## src/rtl/pxs_stream_gen_if.sv

```systemverilog
// Pixel-stream source bundle: advance enable in, 26-bit RGBStr word and
// frame/line pulses out.
interface pxs_stream_gen_if;
  logic        en;
  logic [25:0] RGBStr_o;
  logic        frame_o;
  logic        line_o;

  modport master (input en, output RGBStr_o, output frame_o, output line_o);
  modport slave  (output en, input RGBStr_o, input frame_o, input line_o);
endinterface

```

## src/rtl/pxs_stream_gen.sv

```systemverilog
// Head of the pixel pipeline: free-running h/v raster counters turned into a
// registered RGBStr word (syncs, active flag, raw coordinates, blank RGB).
module pxs_stream_gen #(
  parameter int H_ACTIVE = 640,
  parameter int H_FP     = 16,
  parameter int H_SYNC   = 96,
  parameter int H_BP     = 48,
  parameter int V_ACTIVE = 480,
  parameter int V_FP     = 10,
  parameter int V_SYNC   = 2,
  parameter int V_BP     = 33,
  parameter bit SYNC_POL = 1'b0
) (
  input  logic              px_clk,
  input  logic              rst_n,
  pxs_stream_gen_if.master  bus
);

  localparam int H_TOTAL = H_ACTIVE + H_FP + H_SYNC + H_BP;
  localparam int V_TOTAL = V_ACTIVE + V_FP + V_SYNC + V_BP;

  if (H_TOTAL > 1024 || V_TOTAL > 1024) begin : g_bad_timing
    $error("pxs_stream_gen: H_TOTAL/V_TOTAL exceed the 10-bit coordinate fields");
  end

  // Thresholds are one bit wider than the counters so H_ACTIVE = 1024 still compares correctly.
  localparam logic [9:0]  H_LAST     = 10'(H_TOTAL - 1);
  localparam logic [9:0]  V_LAST     = 10'(V_TOTAL - 1);
  localparam logic [10:0] H_ACT_END  = 11'(H_ACTIVE);
  localparam logic [10:0] HS_START   = 11'(H_ACTIVE + H_FP);
  localparam logic [10:0] HS_END     = 11'(H_ACTIVE + H_FP + H_SYNC);
  localparam logic [10:0] V_ACT_END  = 11'(V_ACTIVE);
  localparam logic [10:0] VS_START   = 11'(V_ACTIVE + V_FP);
  localparam logic [10:0] VS_END     = 11'(V_ACTIVE + V_FP + V_SYNC);
  localparam logic [25:0] WORD_RESET = {~SYNC_POL, ~SYNC_POL, 24'b0};

  function automatic logic sync_level(input logic asserted);
    return asserted ? SYNC_POL : ~SYNC_POL;
  endfunction

  logic [9:0]  h_p0;
  logic [9:0]  v_p0;
  logic        active;
  logic        hsync;
  logic        vsync;
  logic [25:0] word_p1;
  logic        frame_p1;
  logic        line_p1;

  always_comb begin
    active = ({1'b0, h_p0} < H_ACT_END) && ({1'b0, v_p0} < V_ACT_END);
    hsync  = sync_level(({1'b0, h_p0} >= HS_START) && ({1'b0, h_p0} < HS_END));
    vsync  = sync_level(({1'b0, v_p0} >= VS_START) && ({1'b0, v_p0} < VS_END));
  end

  // Stage p0 -> p1: word is built from the current counters, counters advance.
  always_ff @(posedge px_clk or negedge rst_n) begin
    if (!rst_n) begin
      h_p0     <= '0;
      v_p0     <= '0;
      word_p1  <= WORD_RESET;
      frame_p1 <= 1'b0;
      line_p1  <= 1'b0;
    end else if (bus.en) begin
      word_p1  <= {hsync, vsync, active, h_p0, v_p0, 3'b000};
      line_p1  <= (h_p0 == 10'd0);
      frame_p1 <= (h_p0 == 10'd0) && (v_p0 == 10'd0);
      if (h_p0 == H_LAST) begin
        h_p0 <= '0;
        v_p0 <= (v_p0 == V_LAST) ? 10'd0 : v_p0 + 10'd1;
      end else begin
        h_p0 <= h_p0 + 10'd1;
      end
    end
  end

  assign bus.RGBStr_o = word_p1;
  assign bus.frame_o  = frame_p1;
  assign bus.line_o   = line_p1;

endmodule
```

## src/flat_wrapper.sv

```systemverilog
// flat-port wrapper written by rule: the top's interface ports become plain ports
module pxs_stream_gen_flat 
#(
  parameter int H_ACTIVE = 640,
  parameter int H_FP     = 16,
  parameter int H_SYNC   = 96,
  parameter int H_BP     = 48,
  parameter int V_ACTIVE = 480,
  parameter int V_FP     = 10,
  parameter int V_SYNC   = 2,
  parameter int V_BP     = 33,
  parameter bit SYNC_POL = 1'b0
)
  (px_clk, rst_n, bus_en, bus_RGBStr_o, bus_frame_o, bus_line_o);
  pxs_stream_gen_if bus_i ();
  input  logic px_clk;
  input  logic rst_n;
  input wire logic [$bits(bus_i.en)-1:0] bus_en;
  output wire logic [$bits(bus_i.RGBStr_o)-1:0] bus_RGBStr_o;
  output wire logic [$bits(bus_i.frame_o)-1:0] bus_frame_o;
  output wire logic [$bits(bus_i.line_o)-1:0] bus_line_o;
  assign bus_i.en = bus_en;
  assign bus_RGBStr_o = bus_i.RGBStr_o;
  assign bus_frame_o = bus_i.frame_o;
  assign bus_line_o = bus_i.line_o;
  pxs_stream_gen #(.H_ACTIVE(H_ACTIVE), .H_FP(H_FP), .H_SYNC(H_SYNC), .H_BP(H_BP), .V_ACTIVE(V_ACTIVE), .V_FP(V_FP), .V_SYNC(V_SYNC), .V_BP(V_BP), .SYNC_POL(SYNC_POL)) u_core (.px_clk(px_clk), .rst_n(rst_n), .bus(bus_i));
endmodule
```

## config.mk

```make
export PLATFORM = sky130hd
export DESIGN_NAME = pxs_stream_gen_flat
export DESIGN_NICKNAME = d
export VERILOG_FILES = /design/src/rtl/pxs_stream_gen_if.sv /design/src/rtl/pxs_stream_gen.sv /design/src/flat_wrapper.sv
export SDC_FILE = /design/constraint.sdc
export NUM_CORES = 1
export LEC_CHECK = 0
export BUFFER_PORTS_ARGS = -buffer_cell sky130_fd_sc_hd__buf_2
export CORE_UTILIZATION = 60
export DETAILED_ROUTE_END_ITERATION = 8
export PLACE_DENSITY_LB_ADDON = 0.15
export SYNTH_ARGS = -nofsm -noshare
export SYNTH_HDL_FRONTEND = slang
export SYNTH_SLANG_ARGS = --single-unit
```

## constraint.sdc

```tcl
create_clock -name px_clk -period 2.95 [get_ports px_clk]
set_clock_uncertainty 0.2 [all_clocks]
set_input_delay 0.1475 -clock px_clk [delete_from_list [all_inputs] [get_ports px_clk]]
set_output_delay 0.1475 -clock px_clk [all_outputs]
set_load 0.1 [all_outputs]
```

==> metrics.md, run 1 <==
| Metric | Value |
|---|---|
| PortBufs | 27 |
| Switching share of power | 0.4148 |
| Setup Crit Path Kind | reg -> reg |
| EDFF count, synth | 0 |
| Critical path launch point type | register |
| Setup violations, final | 0 |
| Mapped Cells | ~180 |
| GRT Overall Usage | 0.2342 |
| Clock network power share | 0.200 |
| Area growth syn-to-layout | 10.77% |
| Netlist cell types | between 40 and 50 |
| Worst reg-to-reg setup slack | 740 ps |
| Final hold violations | 0 |
| Initial DRC Count | 97 |
| Synth cell count leaders | 43 x dfrtp_1, 20 x mux2_2, 11 x nand3_1, 9 x inv_1 |
| Worst-Margin Slew | roughly 960 ps |
| Clock Latency Late Sink | 350 ps |
| CTS Buffer Depth | 2 |
| Via density | 5.733 |
| Asr flop ratio synth | 1.000 |
| Top cell type's share of synthesized area | 0.5119 |
| Share of layout cells above drive strength 1 | 0.3110 |
| Cts bufs inserted | 5 |
| H-tree depth | 2 |
| Critical path startpoint | u_core.h_p0[0] |
| Syn. warnings | 0 |
| Path depth of the worst reg2reg path | 5 |
| Slowest cell on the critical path | or4b_4 |
| Worst EP arrival | 2290 ps |
| Sequential share of the synthesized area | 0.5369 |
| RR Startpoint | u_core.h_p0[0] |
| Synth Area per Inst | between 10 and 15 um2 |
| Synth Cell Area | 2102 um2 |
| Crit path required time | approximately 3000 ps |
| Final core occ | 0.6978 |
| Core Rows | 21 |
| Sequential Power Share | 0.491 |
| Crit path cell chain | ha_1 > nand4_4 > or4b_4 > or3_1 > o21ai_1 |
| Status | finished clean |
| Fin nets | between 200 and 250 |
| Vias in the first global route | around 1500 |
| Post-Layout Cell Count | between 200 and 300 |
| Post-DRT Antenna Nets | 0 |
| Starting Density | 0.6299 |
| Max-cap violations | 0 |
| Io pins | 31 |
| Top-count cell post-synth | dfrtp_1 |
| Int Pwr | between 0.9 and 1 mW |
| CTS Sinks | 45 |
| Grt ovf | 0 |
| DR vias | 1462 |
| First-pass GRT wire length | ~6300 um |
| Post-route setup slack | around 740 ps |
| Dpl cells | 245 |
| Remaining DRCs | 0 |
| Storage element area | around 1100 um2 |
| Die W | between 60 and 70 um |
| Largest net degree at the start of global routing | 46 |
| Setup TNS | 0 ps |
| Core ar. | roughly 3300 um2 |
| Routability cong. | 0.8384 |
| Dpl ws | 769.8 ps |
| # resized after CTS | 0 |
| Ranking of synthesized cells by area | dfrtp_1 51%, mux2_2 11%, nand3_1 2.6% |
| Drt wl/cell | between 10 and 15 um |
| HP Class | in -> async |
| Leakage | 1.101 nW |
| Relative slew margins | 0.3574 |
| Switch Pwr | around 0.66 mW |
| Fmax | ~450 MHz |
| Pwr/cell area | just under 700 nW/um2 |
| Worst-path clk slew | about 120 ps |
| CP peak stage delay | 660 ps |
| Critical R2R Capture | u_core.v_p0[5] |
| Area taken by multi-input logic gates | approximately 900 um2 |
| RSZ-0062 raised after global routing | false |
| HPWL after DPL | 2655 um |
| Root buf cell | clkbuf_4 |
| CP max FO | 13 |
| Top_reg_cell synth | dfrtp_1 |
| Fin crit share | 0.7492 |
| Full die area | between 3000 and 4000 um2 |
| Drt first pass iters | 4 |
| Max-slew violations | 0 |
| Fillers | between 200 and 300 |
| Post-synth top area cell | dfrtp_1 |
| Crit end category | register |
| Worst VDD drop | 632.7 uV |
| TritonCTS clock tree | yes |
| Die Y | 61.19 um |
| Initial antenna violation count | 0 |
| #FFs+latches synth | 45 |
| Min Tclk post-route | about 2200 ps |
| Final WL | ~3700 um |
| Combinational power share | 0.308 |
| Antenna diodes | 0 |
## worst max-delay path, delay by kind of cell, from the launching register on
family / cells / cell delay, ps
compound gates: 1 / 80
flops: 1 / 410
simple gates: 3 / 1200
fa+ha+maj: 1 / 250
## timing repair
item,CTS,global route
hold buffers,2,0
setup buffers,0,0
hold endpoints to repair,44,0
## how the worst max path moves through the flow
stage	to	slack [ps]	cells past startpoint
2_1_floorplan	u_core.v_p0[9]	950	6
3_3_place_gp	u_core.v_p0[3]	840	5
3_5_place_dp	u_core.v_p0[5]	770	5
4_1_cts	u_core.v_p0[5]	740	5
5_1_grt	u_core.v_p0[3]	650	5
6_report	u_core.v_p0[5]	740	5
## placed cells by master, fill, tap and decap left out, drive strengths merged, types with 2 or more instances in the layout
cell type,count
dfrtp,43
buf,28
mux2,20
o21ai,15
nand3,11
inv,9
nand2,8
clkbuf,7
nor3,7
nor2,6
xor2,5
nand4,5
a21oi,4
xnor2,4
ha,4
and3,3
nor2b,3
conb,3
nor4,2
or3,2
and4,2
dlygate4sd3,2
dfstp,2
## through the flow
| stage | hold WS, ps | power, mW | cell area [um2] |
|---|---|---|---|
| finish | 276.2 | 1.585 | 2328 |
| global route | 339.2 | 1.659 | 2328 |
| CTS | 290.0 | 1.603 | 2328 |
| detailed placement | 153.6 | 1.279 | 2238 |
| global placement | 142.8 | 1.265 | 2238 |
| floorplan | -348.1 | 1.198 | 2110 |
## state kept, by name, summed over array words and instances (netlist names)
register             cells
u_core.v_p0             10
u_core.bus.RGBStr_o     23
u_core.bus.line_o        1
u_core.h_p0             10
u_core.bus.frame_o       1
## final cells by class
class | instances | area share
clock buffer | 7 | 0.02794
clock inverter | 1 | 0.002149
inverter | 9 | 0.01451
multi-input combinational | 117 | 0.3761
sequential | 45 | 0.4847
tap | 46 | 0.02472
timing repair buffer | 30 | 0.06986
## cell families (layout without fill, tap and decap cells)
logic type	after synthesis	after routing	synth area share
compound gates	26	26	0.07500
xor+xnor	9	9	0.03750
fa+ha+maj	4	4	0.02381
buf+inv	22	47	0.04999
flops	45	45	0.5369
mux	21	21	0.1119
other cells	1	3	0.001784
simple gates	54	54	0.1631
## power groups by stage
| stage | sequential [mW] | clock (mW) | combinational [mW] |
|---|---|---|---|
| floorplan | 1.01 | 0 | 0.186 |
| global placement | 0.783 | 0 | 0.482 |
| CTS | 0.777 | 0.334 | 0.492 |
| global route | 0.792 | 0.357 | 0.510 |
| finish | 0.779 | 0.318 | 0.488 |
| detailed placement | 0.790 | 0 | 0.488 |
## routing by layer
metal / share of wire / up-vias / track usage
met2: 0.50 / 36 / 0.3835
met5: 0 / - / 0
met4: 0.030 / 0 / 0.1364
met1: 0.43 / 721 / 0.2750
li1: - / 692 / -
met3: 0.039 / 13 / 0.06723
(Power assumes the default switching activity.)
==> inputs of run 2 (changes only) <==
CORE_UTILIZATION = 50   (was 60)
clock period = 2 ns   (was 2.95 ns; I/O delays follow)
==> run 2 against run 1 <==
Effect of this change: clock-buffer cell count did not move; final area rose by 9.8%; sequential share of layout area fell by 4.3 points; hold slack got worse by 220 ps; combinational power rose by 82%; critical path depth did not move; sequential power rose by 40%; flip-flop and latch count did not move; setup slack got worse by 700 ps.
==> metrics.md, run 2 (synthesis gave the netlist of run 1 again) <==
| Metric | Value |
|---|---|
| Status | finished clean (unchanged) |
| Starting Density | 0.5217 (was 0.6299) |
| Setup Crit Path Kind | reg -> reg (unchanged) |
| Post-DRT Antenna Nets | 0 (unchanged) |
| Gr busiest metal | met2 (unchanged) |
| Die W | 66.84 um (was 61.19 um) |
| Io pins | 31 (unchanged) |
| Leakage | 1.215 nW (was 1.101 nW) |
| Number of flip-flops in the largest register | 23 (unchanged) |
| M3 GR Usage | 0.05308 (was 0.06723) |
| Vias in the first global route | 1550 (was 1467) |
| Clock network power share | 0.262 (was 0.200) |
| Worst-Margin Slew | 568.0 ps (was 964.0 ps) |
| Commonest non-fill, non-tap cells in the layout | 43 x dfrtp_1, 27 x buf_2, 20 x mux2_2 (unchanged) |
| Met1 Use GR | 0.2511 (was 0.2750) |
| Worst VDD drop | 806.6 uV (was 632.7 uV) |
| Post-Layout Cell Count | 278 (was 255) |
| Largest net degree at the start of global routing | 35 (was 46) |
| Area taken by multi-input logic gates | 908.4 um2 (was 875.8 um2) |
| GRT Overall Usage | 0.2104 (was 0.2342) |
| Storage element area | 1129 um2 (unchanged) |
| Antenna diodes | 0 (unchanged) |
| Grt met2 use | 0.3472 (was 0.3835) |
| Die Y | 66.84 um (was 61.19 um) |
| Min Tclk post-route | 1965 ps (was 2210 ps) |
| H-tree depth | 2 (unchanged) |
| Switching share of power | 0.3822 (was 0.4148) |
| Drt first pass iters | 6 (was 4) |
| Max-slew violations | 0 (unchanged) |
| Switch Pwr | 1.023 mW (was 0.6576 mW) |
| Initial antenna violation count | 0 (unchanged) |
| HP Class | in -> reg (was in -> async) |
| Worst EP arrival | 1990 ps (was 2290 ps) |
| Grt ovf | 0 (unchanged) |
| CTS Buffer Depth | 2 (unchanged) |
| Int Pwr | 1.654 mW (was 0.9277 mW) |
| Core ar. | 4029 um2 (was 3337 um2) |
| RSZ-0062 raised after global routing | true (was false) |
| Most common cell after layout, fill and taps aside | dfrtp_1 (unchanged) |
| Area growth syn-to-layout | 21.67% (was 10.77%) |
| Routability cong. | 0.9651 (was 0.8384) |
| Remaining DRCs | 0 (unchanged) |
| Combinational power share | 0.332 (was 0.308) |
| Final hold violations | 0 (unchanged) |
| Fin nets | 234 (was 215) |
| Crit end category | register (unchanged) |
| Worst-path clk slew | 80 ps (was 120 ps) |
| Drt wl/cell | 14.96 um (was 14.69 um) |
| Max-cap violations | 0 (unchanged) |
| Core Rows | 23 (was 21) |
| Fin crit share | 0.9825 (was 0.7492) |
| TritonCTS clock tree | yes (unchanged) |
| Share of layout cells above drive strength 1 | 0.3816 (was 0.3110) |
| Clock Latency Late Sink | 300 ps (was 350 ps) |
| Critical path launch point type | register (unchanged) |
| Crit path required time | 2030 ps (was 3030 ps) |
| Setup violations, final | 0 (unchanged) |
| Sequential Power Share | 0.406 (was 0.491) |
| CTS Sinks | 45 (unchanged) |
| Pwr/cell area | 1047 nW/um2 (was 680.9 nW/um2) |
| Fillers | 315 (was 267) |
| PortBufs | 27 (unchanged) |
| Initial DRC Count | 93 (was 97) |
| CP max FO | 5 (was 13) |
| Total power | 2.677 mW (was 1.585 mW) |
| Via density | 5.594 (was 5.733) |
| HPWL after DPL | 2919 um (was 2655 um) |
| Cts bufs inserted | 5 (unchanged) |
| Relative slew margins | 0.6213 (was 0.3574) |
| First-pass GRT wire length | 6886 um (was 6306 um) |
| DR vias | 1555 (was 1462) |
| Root buf cell | clkbuf_8 (was clkbuf_4) |
| Fmax | 508.9 MHz (was 452.5 MHz) |
| Dpl cells | 265 (was 245) |
| Full die area | 4468 um2 (was 3744 um2) |
| Worst reg-to-reg setup slack | 30 ps (was 740 ps) |
| Final WL | 4158 um (was 3745 um) |
==> run 2: critical path: stages (launching register included) <==
cell	delay, ps
dfrtp_1	400
ha_4	160
nand4_4	80
or4b_4	580
or3_1	390
o21ai_1	70
==> run 2: routing by layer <==
metal,routed length (um),share of wire
met5,0,0
met4,96,0.023
met3,164,0.039
met2,2137,0.51
met1,1759,0.42
==> run 2: worst paths after layout <==
kind                                              start                 endpoint  cells after the start
worst max-delay path                     u_core.h_p0[0]           u_core.v_p0[5]                      5
worst min-delay path                             bus_en           u_core.h_p0[4]                      4
worst max register to register           u_core.h_p0[0]           u_core.v_p0[5]                      5
worst min register to register  u_core.bus.RGBStr_o[24]  u_core.bus.RGBStr_o[24]                      2
max in group asynchronous                         rst_n           u_core.v_p0[3]                      3
min in group asynchronous                         rst_n           u_core.h_p0[0]                      2
==> run 2: area by class of cell <==
class,count,area share
flip-flops and latches,45,0.4413
repair buffers,48,0.1204
clock buffers,7,0.03376
well taps,50,0.02446
clock inverters,1,0.01174
multi-input cells,118,0.3552
inverters,9,0.01321
==> run 2: stage by stage <==
step	instance area (um2)	worst slack, ps	setup TNS, ps	utilization	hold slack [ps]
2_1_floorplan	2112	14.99	0	-	-395.6
3_3_place_gp	2379	35.65	0	0.5904	-97.63
3_5_place_dp	2379	-17.97	-33.86	0.5904	-70.50
4_1_cts	2522	19.97	0	0.6261	41.69
5_1_grt	2557	-13.02	-13.82	0.6348	72.02
6_report	2557	34.99	0	0.6348	59.98
==> run 2: what timing repair did <==
action                                  in CTS  in global routing
endpoints found under the hold margin       39                  0
hold buffers                                 1                  0
endpoints found under the setup margin       4                  5
gates resized for setup                      1                  3
pin swaps                                    2                  3
gates cloned                                 0                  1
setup buffers                                1                  2
==> run 2: power by group through the flow <==
stage          sequential [mW]  clock [mW]  combinational, mW
6_report                  1.09       0.703              0.889
5_1_grt                   1.10       0.761              0.932
4_1_cts                   1.08       0.723              0.880
3_5_place_dp              1.09           0              0.874
3_3_place_gp              1.09           0              0.861
2_1_floorplan             1.49           0              0.275
